## config.mk

```make
export PLATFORM = sky130hd
export DESIGN_NAME = microsequencer_gen
export DESIGN_NICKNAME = d
export VERILOG_FILES = /design/src/rtl/microseq_pkg.sv /design/src/rtl/microseq_stack.sv /design/src/rtl/microsequencer_gen.sv
export SDC_FILE = /design/constraint.sdc
export NUM_CORES = 1
export LEC_CHECK = 0
export ABC_CLOCK_PERIOD_IN_PS = 4150
export BUFFER_PORTS_ARGS = -buffer_cell sky130_fd_sc_hd__buf_2
export CAP_MARGIN = 30
export CORE_ASPECT_RATIO = 0.75
export CORE_MARGIN = 2
export CORE_UTILIZATION = 50
export DETAILED_ROUTE_END_ITERATION = 10
export GPL_TIMING_DRIVEN = 0
export PLACE_DENSITY = 0.71
export SYNTH_ARGS = -nofsm -noshare
export SYNTH_HDL_FRONTEND = slang
export SYNTH_SLANG_ARGS = --single-unit
```

## constraint.sdc

```tcl
create_clock -name clock -period 4.15 [get_ports clock]
set_input_delay 0.6225 -clock clock [delete_from_list [all_inputs] [get_ports clock]]
set_output_delay 0.6225 -clock clock [all_outputs]
set_load 0.05 [all_outputs]
```

## src/rtl/microseq_pkg.sv

```systemverilog
// Shared definitions for the microsequencer: next-address op encodings.
// Optional case-branch OR behaviour is selected by MICROSEQ_CASE_OR_EN.
package microseq_pkg;

  localparam int OP_W = 4;

  localparam logic [OP_W-1:0] OP_JZ   = 4'd0;
  localparam logic [OP_W-1:0] OP_CJS  = 4'd1;
  localparam logic [OP_W-1:0] OP_JMAP = 4'd2;
  localparam logic [OP_W-1:0] OP_CJP  = 4'd3;
  localparam logic [OP_W-1:0] OP_PUSH = 4'd4;
  localparam logic [OP_W-1:0] OP_CRTN = 4'd5;
  localparam logic [OP_W-1:0] OP_RFCT = 4'd6;
  localparam logic [OP_W-1:0] OP_LDCT = 4'd7;
  localparam logic [OP_W-1:0] OP_CONT = 4'd8;
  localparam logic [OP_W-1:0] OP_LOOP = 4'd9;
  localparam logic [OP_W-1:0] OP_TWB  = 4'd10;

endpackage

```

## src/rtl/microseq_stack.sv

```systemverilog
// Return/loop LIFO for the microsequencer with combinational top-of-stack and
// a single-cycle err pulse for a discarded push or a pop/peek on an empty stack.
module microseq_stack #(
  parameter int ADDR_W      = 11,
  parameter int STACK_DEPTH = 4,
  localparam int SP_W       = $clog2(STACK_DEPTH + 1),
  localparam int IDX_W      = $clog2(STACK_DEPTH)
) (
  input  logic              clock,
  input  logic              reset,
  input  logic              clr,
  input  logic              push,
  input  logic              pop,
  input  logic              peek,
  input  logic [ADDR_W-1:0] din,
  output logic [ADDR_W-1:0] tos,
  output logic              full,
  output logic              empty,
  output logic              err
);

  logic [ADDR_W-1:0]      mem_q [STACK_DEPTH];
  logic [ADDR_W-1:0]      mem_d [STACK_DEPTH];
  logic [SP_W-1:0]        sp_q;
  logic [SP_W-1:0]        sp_d;
  logic [IDX_W-1:0]       wr_idx;
  logic [IDX_W-1:0]       tos_idx;
  logic [STACK_DEPTH-1:0] entry_we;
  logic                   do_push;
  logic                   do_pop;

  assign full    = (sp_q == SP_W'(STACK_DEPTH));
  assign empty   = (sp_q == '0);
  assign do_push = push & ~full;
  assign do_pop  = pop & ~empty;
  assign err     = (push & full) | ((pop | peek) & empty);

  assign wr_idx  = IDX_W'(sp_q);
  assign tos_idx = IDX_W'(sp_q - 1'b1);
  // An empty stack reads as address 0 rather than stale contents.
  assign tos     = empty ? '0 : mem_q[tos_idx];

  generate
    for (genvar gi = 0; gi < STACK_DEPTH; gi++) begin : g_we
      assign entry_we[gi] = do_push & (wr_idx == IDX_W'(gi));
    end
  endgenerate

  always_comb begin
    for (int i = 0; i < STACK_DEPTH; i++) begin
      mem_d[i] = entry_we[i] ? din : mem_q[i];
    end
  end

  always_comb begin
    sp_d = sp_q;
    if (clr) begin
      sp_d = '0;
    end else if (do_push) begin
      sp_d = sp_q + 1'b1;
    end else if (do_pop) begin
      sp_d = sp_q - 1'b1;
    end
  end

  always_ff @(posedge clock) begin
    mem_q <= mem_d;
  end

  always_ff @(posedge clock) begin
    if (reset) begin
      sp_q <= '0;
    end else begin
      sp_q <= sp_d;
    end
  end

endmodule

```

## src/rtl/microsequencer_gen.sv

```systemverilog
// Parametrised microprogram sequencer: next-address mux, uPC, loop counter, stack.
// Define MICROSEQ_CASE_OR_EN to OR or_in into the branch field for CJS/CJP/TWB.
module microsequencer_gen
  import microseq_pkg::*;
#(
  parameter int ADDR_W      = 11,
  parameter int STACK_DEPTH = 4,
  localparam int SP_W       = $clog2(STACK_DEPTH + 1)
) (
  input  logic              clock,
  input  logic              reset,
  input  logic [OP_W-1:0]   op,
  input  logic              cc,
  input  logic [ADDR_W-1:0] d_in,
  input  logic [ADDR_W-1:0] map_in,
  input  logic [ADDR_W-1:0] or_in,
  input  logic              hold,
  output logic [ADDR_W-1:0] y,
  output logic              stack_full,
  output logic              stack_empty,
  output logic              stack_err
);

  logic [ADDR_W-1:0] upc_q, upc_d;
  logic [ADDR_W-1:0] ctr_q, ctr_d, ctr_op;
  logic              stack_err_q, stack_err_d;
  logic [ADDR_W-1:0] d_eff;
  logic [ADDR_W-1:0] tos;
  logic              push, pop, peek, clr;
  logic              active;
  logic              stk_err;
  logic              ctr_nz;

`ifdef MICROSEQ_CASE_OR_EN
  assign d_eff = d_in | or_in;
`else
  logic unused_or_in;
  assign unused_or_in = ^or_in;
  assign d_eff        = d_in;
`endif

  assign ctr_nz = (ctr_q != '0);
  // Stack side effects only happen on edges that actually commit state.
  assign active = ~reset & ~hold;

  always_comb begin
    y      = upc_q;
    ctr_op = ctr_q;
    push   = 1'b0;
    pop    = 1'b0;
    peek   = 1'b0;
    clr    = 1'b0;
    case (op)
      OP_JZ: begin
        y   = '0;
        clr = 1'b1;
      end
      OP_CJS: begin
        if (cc) begin
          y    = d_eff;
          push = 1'b1;
        end
      end
      OP_JMAP: y = map_in;
      OP_CJP: begin
        if (cc) y = d_eff;
      end
      OP_PUSH: begin
        push = 1'b1;
        if (cc) ctr_op = d_in;
      end
      OP_CRTN: begin
        if (cc) begin
          y   = tos;
          pop = 1'b1;
        end
      end
      OP_RFCT: begin
        if (ctr_nz) begin
          y      = tos;
          peek   = 1'b1;
          ctr_op = ctr_q - 1'b1;
        end else begin
          pop = 1'b1;
        end
      end
      OP_LDCT: ctr_op = d_in;
      OP_LOOP: begin
        if (cc) begin
          pop = 1'b1;
        end else begin
          y    = tos;
          peek = 1'b1;
        end
      end
      OP_TWB: begin
        if (ctr_nz) begin
          ctr_op = ctr_q - 1'b1;
          if (cc) y = d_eff;
        end else begin
          pop = 1'b1;
        end
      end
      default: y = upc_q;
    endcase
    if (reset) y = '0;
  end

  microseq_stack #(
    .ADDR_W      (ADDR_W),
    .STACK_DEPTH (STACK_DEPTH)
  ) u_stack (
    .clock (clock),
    .reset (reset),
    .clr   (clr & active),
    .push  (push & active),
    .pop   (pop & active),
    .peek  (peek & active),
    .din   (upc_q),
    .tos   (tos),
    .full  (stack_full),
    .empty (stack_empty),
    .err   (stk_err)
  );

  always_comb begin
    upc_d       = hold ? upc_q : y + 1'b1;
    ctr_d       = hold ? ctr_q : ctr_op;
    stack_err_d = stack_err_q | stk_err;
  end

  always_ff @(posedge clock) begin
    if (reset) begin
      upc_q       <= '0;
      ctr_q       <= '0;
      stack_err_q <= 1'b0;
    end else begin
      upc_q       <= upc_d;
      ctr_q       <= ctr_d;
      stack_err_q <= stack_err_d;
    end
  end

  assign stack_err = stack_err_q;

endmodule

```

==> qor.txt, run 1 <==
outcome = complete, no violations
post-layout minimum cycle time = 4.01 ns
root buffer cell = clkbuf_8
Crit path largest cell delay = 0.59 ns
Internal Pwr Total = 1.11 mW
Port Buf Inserts = 40
Max Cap Viol = 0
initial antenna violation count = 0
pin count of the biggest net entering global routing = 15
io pins = 55
GP Congestion = 0.899
Static Leak = 1.66 nW
Total GRT Usage = 25.9%
height of the die = 81.1 um
maximum vdd drop = 0.247 mV
Max Root-Sink Buffers = 2
DIE AREA = 8650 um^2
WP data required = 3.53 ns
Worst Hold Path EP = ctr_q[1]
CP Capture Type = output pin
top cells by area, synth = edfxtp_1 (33%), dfxtp_1 (13%), mux4_2 (6.3%), nor2_1 (4.2%), nand2_1 (3.4%)
Routed wire per std cell = 19.8 um
Syn Nets = 431
Cell Chain, Critical Path = inv_1, ha_1, or4b_1, o41a_1, and2_2, a221o_1, a221oi_2, nor2_1, buf_2
switching power = 443 uW
dpl hpwl = 7.96 mm
first-pass GRT wire length = 16.7 mm
area of the multi-input gates = 1980 um^2
Placed Area = 4300 um^2
total congestion overflow = 0
unrepaired setup endpoints after global routing = false
Clk Latency, worst-skew pair = 0.35 ns
register area share after synthesis = 46.5%
Levels on crit path = 9
most common library cells after synthesis = edfxtp_1 (44), nor2_1 (44), nand2_1 (36)
Synth cell types = 76
Finished Layout Cells = 546
Crit Path Max Fanout = 6
critical path's slowest cell = or4b_1
cell area after synthesis = 3960 um^2
FF+latch area = 1840 um^2
final setup fails = 0
Yosys top cell by area = edfxtp_1
reg2reg end = upc_q[10]
H-tree depth = 3
FF-to-FF setup slack = 0.30 ns
Finished Core Util = 58.3%
Gate power share = 14.3%
vias in the first global route = 3,062
Final Cell Area = 4540 um^2
clk sink count = 70
detailed-route DRC error count = 0
CTS buffer count = 9
P per Cell Area = 342 nW/um^2
vias per inst = 6.19
Inserted Diodes = 0
CP Class = flop to output pin
share of cells above drive strength 1 = 23.4%
total number of vias = 3,380
CTS tree = yes
WP buf/inv = 2
Worst Hold Launch = ctr_q[1]
Tightest Pin Transition = 0.880 ns
worst clock skew = 0.00919 ns
Synth async-reset ratio = 0%
post-route ant nets = 0
post-synth top area share = 33.4%
post-synthesis instance total = 383
crit start category = flop
DR pass1 iterations = 5
Slew Limit Fails = 0
Placeable Area = 7780 um^2
fmax = 249 MHz
clock share of power = 36.8%
Seq cells post-synth = 70
DRT Wirelength = 10.8 mm
RR Startpoint = u_stack.sp_q[0]
Layout Nets = 484
Final Hold Fails = 0
R2R cell count = 14
Ys Warns = 0
delay-heaviest family, CP = compound AO/OA/AOI/OAI gates
Hold Path Cell Cnt = 2
row count = 28
Net Sw Frac = 28.5%
filler instances = 699
Worst slew margin = 40.8%
Cells after DPL = 529
effective utilization at floorplan = 50.9%
Top FF cell, synth = edfxtp_1
Post-synth EDFFs = 44
sequential power share = 48.9%
DR iter-0 viols = 362
die width = 107 um
total power = 1.55 mW
hold slack = 0.475 ns
Crit path arrival time = 3.39 ns
Hold WC Path Type = flop to flop
post-synthesis area per instance = 10.3 um^2
Layout area overhead = 14.7%
Reg clk slew, reported paths = 0.08 ns
period utilization = 96.6%
# hold bufs at CTS = 0
-- worst max path at each step --
stage / start / to / slack [ns]
after floorplan: u_stack.sp_q[0] / upc_q[10] / 0.000006
after global placement: u_stack.sp_q[0] / upc_q[10] / -0.08
after detailed placement: u_stack.sp_q[0] / upc_q[10] / -0.15
after CTS: u_stack.sp_q[0] / upc_q[10] / 0.13
after global routing: ctr_q[0] / y[3] / 0.06
final: ctr_q[0] / y[3] / 0.14
-- through the flow --
step	setup WS [ns]	setup TNS [ns]
6_report	0.141	0
3_5_place_dp	-0.147	-0.207
4_1_cts	0.134	0
3_3_place_gp	-0.0751	-0.0751
2_1_floorplan	0.00000577	0
5_1_grt	0.0601	0
-- cell families after synthesis --
logic type	Yosys count	synth area share, %
flip-flops	70	46.5
multiplexers	18	8.13
XOR/XNOR	6	1.33
AND/OR/NAND/NOR	150	20.6
adder cells (fa/ha/maj)	8	2.47
AO/OA/AOI/OAI	95	17.0
buffers and inverters	36	3.95
-- cell usage in the layout, fill, tap and decap left out, drive strengths merged, types with 3 or more instances in the layout --
master,Yosys,layout
xor2,3,3
a32o,4,4
xnor2,3,3
mux2,3,3
o21ai,15,15
a21oi,24,24
dfxtp,26,26
ha,7,7
o22ai,3,3
nor2b,5,5
or4,3,3
buf,7,47
edfxtp,44,44
a22oi,6,6
nor3,9,9
or3,4,4
nand3,6,6
nor3b,3,3
nor4,5,5
mux4,11,11
a211oi,3,3
nand2,36,36
o31ai,3,3
nand2b,7,7
and2,9,9
o211ai,5,5
nor2,45,45
clkbuf,14,24
a31oi,4,4
and3,3,3
or4b,4,4
inv,15,18
mux2i,4,4
a221o,4,4
-- registers in the layout, summed over array words and instances (netlist names) --
| name | cells |
|---|---|
| upc_q | 11 |
| stack_err | 1 |
| u_stack.mem_q | 44 |
| u_stack.sp_q | 3 |
| ctr_q | 11 |
-- power groups by stage --
stage | logic, mW | registers [mW] | clock network, mW
2_1_floorplan | 0.150 | 0.772 | 0
3_3_place_gp | 0.212 | 0.774 | 0
3_5_place_dp | 0.215 | 0.775 | 0
4_1_cts | 0.217 | 0.759 | 0.582
5_1_grt | 0.241 | 0.761 | 0.608
6_report | 0.222 | 0.759 | 0.571
-- repair_timing --
item                                   CTS  global route
buffers inserted                         0             0
setup endpoints to repair               10             5
endpoints found under the hold margin    0             0
cloned                                   0             0
gates resized for setup                  3             3
-- area by class of cell --
class                   count  share of cell area, %
inverters                  15                   1.24
well taps                 105                   2.89
repair buffers             42                   4.85
plain buffers              21                   2.34
clock buffers               9                   2.73
flip-flops and latches     70                   40.6
multi-input cells         277                   43.6
clock inverters             7                   1.76
-- worst register-to-register path, delay by kind of cell, from the launching register on --
kind,cells,cell delay [ns]
AO/OA/AOI/OAI,3,0.75
flip-flops,1,0.42
adder cells (fa/ha/maj),2,0.44
AND/OR/NAND/NOR,4,1.27
buffers and inverters,5,0.88
-- per-layer routing --
layer	GRT usage [%]	vias to the layer above	wire length [um]
li1	-	1566	-
met1	38.5	1642	4940
met2	38.7	163	4730
met3	5.70	9	1070
met4	5.97	0	78
met5	0	-	0
No activity file was read; power rests on OpenSTA's default activity.
==> inputs of run 2 (changes only) <==
--- a/config.mk
+++ b/config.mk
@@ -5,10 +5,10 @@
 export SDC_FILE = /design/constraint.sdc
 export NUM_CORES = 1
 export LEC_CHECK = 0
+export ABC_AREA = 1
 export ABC_CLOCK_PERIOD_IN_PS = 4150
 export BUFFER_PORTS_ARGS = -buffer_cell sky130_fd_sc_hd__buf_2
-export CAP_MARGIN = 30
-export CORE_ASPECT_RATIO = 0.75
+export CAP_MARGIN = 20
 export CORE_MARGIN = 2
 export CORE_UTILIZATION = 50
 export DETAILED_ROUTE_END_ITERATION = 10
==> run 2 against run 1 <==
Global-route usage up 1.0 points; synthesized cell count is 48% higher; sequential power rose by 1%; non-clock buffer count rose by 4; final area increased by 5.9%; die area rose by 6.2%; utilization grew 0.12 points; clock skew is 0.0014 ns lower.
==> qor.txt, run 2 <==
outcome = complete, no violations
Layout area overhead = 13.9%
dpl hpwl = 8.55 mm (+7.4%)
Final Hold Fails = 0 (unchanged)
filler instances = 780 (+12%)
height of the die = 95.9 um (+18%)
Static Leak = 2.17 nW (+30%)
initial antenna violation count = 0 (unchanged)
Total GRT Usage = 26.9% (+1.0 points)
Port Buf Inserts = 42 (+5.0%)
DIE AREA = 9190 um^2 (+6.2%)
fmax = 258 MHz (+3.5%)
Inserted Diodes = 0 (unchanged)
first-pass GRT wire length = 18.5 mm (+11%)
Crit path largest cell delay = 0.53 ns (-0.06 ns)
Yosys top cell by area = edfxtp_1
GP Congestion = 0.928 (+3.2%)
Place WS = 0.476 ns (+0.623 ns)
Tightest Pin Transition = 1.08 ns (+0.196 ns)
WP data required = 3.53 ns (about the same)
post-layout minimum cycle time = 3.87 ns (-0.135 ns)
Post-synth EDFFs = 44 (unchanged)
Seq cells post-synth = 70 (unchanged)
total congestion overflow = 0 (unchanged)
CTS tree = yes
Finished Core Util = 58.5% (+0.12 points)
clk sink count = 70 (unchanged)
max reg flops = 44 (unchanged)
Final Cell Area = 4800 um^2 (+5.9%)
Cells after DPL = 713 (+35%)
most frequent cells in the layout = nand2_1 (128), nor2_1 (83), inv_1 (62), buf_2 (50), nand3_1 (46)
biggest regs = u_stack.mem_q: 44 flops, ctr_q: 11 flops, upc_q: 11 flops
Max Cap Viol = 0 (unchanged)
final setup fails = 0 (unchanged)
share of cells above drive strength 1 = 17.1% (-6.2 points)
critical path's slowest cell = dfxtp_1
CP Capture Type = output pin
H-tree depth = 3 (unchanged)
period utilization = 93.4% (-3.2 points)
post-synth top area share = 31.3% (-2.1 points)
root buffer cell = clkbuf_8
post-route ant nets = 0 (unchanged)
io pins = 55 (unchanged)
crit start category = flop
top cells by area, synth = edfxtp_1 (31%), dfxtp_1 (12%), nand2_1 (11%), nor2_1 (7.4%), inv_1 (5.6%)
DR pass1 iterations = 6 (+1)
total number of vias = 4,028 (+19%)
Synth cell types = 43 (-43%)
worst clock skew = 0.00774 ns (-0.00144 ns)
most common cell in the netlist = nand2_1
P per Cell Area = 322 nW/um^2 (-5.9%)
Top FF cell, synth = edfxtp_1
detailed-route DRC error count = 0 (unchanged)
Hold WC Path Type = flop to flop
post-synthesis area per instance = 7.45 um^2 (-28%)
Placeable Area = 8220 um^2 (+5.6%)
vias per inst = 5.48 (-11%)
Final TNS setup = 0 ns (unchanged)
hold slack = 0.479 ns (+0.00405 ns)
unrepaired setup endpoints after global routing = false
leading cell type in the layout, fill and taps excluded = nand2_1
row count = 33 (+18%)
CP Class = flop to output pin
Layout Nets = 673 (+39%)
Cell Chain, Critical Path = clkinvlp_4, ha_1, inv_1, buf_2, o21ai_0, o21ai_0, nand3_1, nand2_1, nor2_1, nand3_1, nand2_1, inv_1, buf_2
total power = 1.55 mW (-0.34%)
Finished Layout Cells = 735 (+35%)
Syn Nets = 614 (+42%)
Crit path arrival time = 3.25 ns (-0.14 ns)
DRT Wirelength = 11.5 mm (+6.6%)
Crit Path Max Fanout = 10 (+4)
maximum vdd drop = 0.155 mV (-37%)
cell area after synthesis = 4220 um^2 (+6.6%)
Ys Warns = 0 (unchanged)
fin worst setup slack = 0.276 ns (+0.135 ns)
register area share after synthesis = 43.7% (-2.9 points)
CTS buffer count = 9 (unchanged)
Synth async-reset ratio = 0% (unchanged)
post-synthesis instance total = 566 (+48%)
DR iter-0 viols = 233 (-36%)
Max Root-Sink Buffers = 2 (unchanged)
pin count of the biggest net entering global routing = 16 (+1)
Clk Latency, worst-skew pair = 0.35 ns (about the same)
Biggest register = u_stack.mem_q
effective utilization at floorplan = 51.3% (+0.46 points)
Placed Area = 4560 um^2 (+6.1%)
Routed wire per std cell = 15.7 um (-21%)
die width = 95.9 um (-10%)
vias in the first global route = 3,831 (+25%)
Slew Limit Fails = 0 (unchanged)
most common library cells after synthesis = nand2_1 (128), nor2_1 (83), inv_1 (63)
Worst slew margin = 28.0% (-13 points)
Reg clk slew, reported paths = 0.09 ns (about the same)
[run 2: changes by cell type in the layout (fill, tap and decap cells not counted), moves of 6 or more]
cell      delta
nand2_1     +92
inv_1       +47
nand3_1     +40
nor2_1      +40
o21ai_0     +29
mux4_2      -11
buf_2        +8
nand3_2      +8
inv_2        +7
nand2b_1     -7
and2_1       -6
[run 2: kinds of logic after synthesis]
logic type      after synthesis  synth area share, %
flops                        70                 43.7
compound gates              103                 14.0
buf+inv                      90                 8.42
fa+ha+maj                     7                 2.08
simple gates                294                 31.5
xor+xnor                      2                0.415
[run 2: what timing repair did]
item                                    CTS  global route
gates resized for setup                   0             1
buffers inserted                          0             5
endpoints found under the setup margin    0             4
hold buffers                              0             0
[run 2: worst paths after layout]
kind | depth (start not counted) | start | to | slack [ns]
worst min register to register | 2 | ctr_q[9] | ctr_q[9] | 0.48
worst min-delay path | 2 | ctr_q[9] | ctr_q[9] | 0.48
worst max-delay path | 13 | u_stack.sp_q[0] | y[9] | 0.28
worst max register to register | 18 | u_stack.sp_q[0] | upc_q[10] | 0.69
[run 2: power by group]
part | internal [mW] | total [mW] | switching [mW]
Clock | 0.231 | 0.539 | 0.308
Sequential | 0.750 | 0.769 | 0.0186
Combinational | 0.0718 | 0.239 | 0.167
Total | 1.05 | 1.55 | 0.494
[run 2: layout make-up]
| cell class | instances | area, um^2 | area share, % |
|---|---|---|---|
| Clock buffer | 9 | 124 | 2.58 |
| Sequential cell | 70 | 1840 | 38.3 |
| Tap cell | 105 | 131 | 2.73 |
| Timing Repair Buffer | 49 | 267 | 5.55 |
| Clock inverter | 7 | 63.8 | 1.33 |
| Inverter | 71 | 270 | 5.62 |
| Multi-Input combinational cell | 406 | 2020 | 42.1 |
| Buffer | 18 | 85.1 | 1.77 |
[run 2: worst max-delay path, delay by kind of cell (launching register included)]
kind,cells,cell delay (ns)
compound gates,2,0.48
simple gates,5,0.46
buf+inv,5,1.05
fa+ha+maj,1,0.38
flops,1,0.53
[run 2: routing by layer]
layer,track usage [%],wire (um),up-vias,part of all wire [%]
met5,0,0,-,0
met4,9.40,257,0,2.2
met3,3.84,776,24,6.7
met2,46.7,5550,178,48
met1,34.3,4960,1832,43
li1,-,-,1994,-
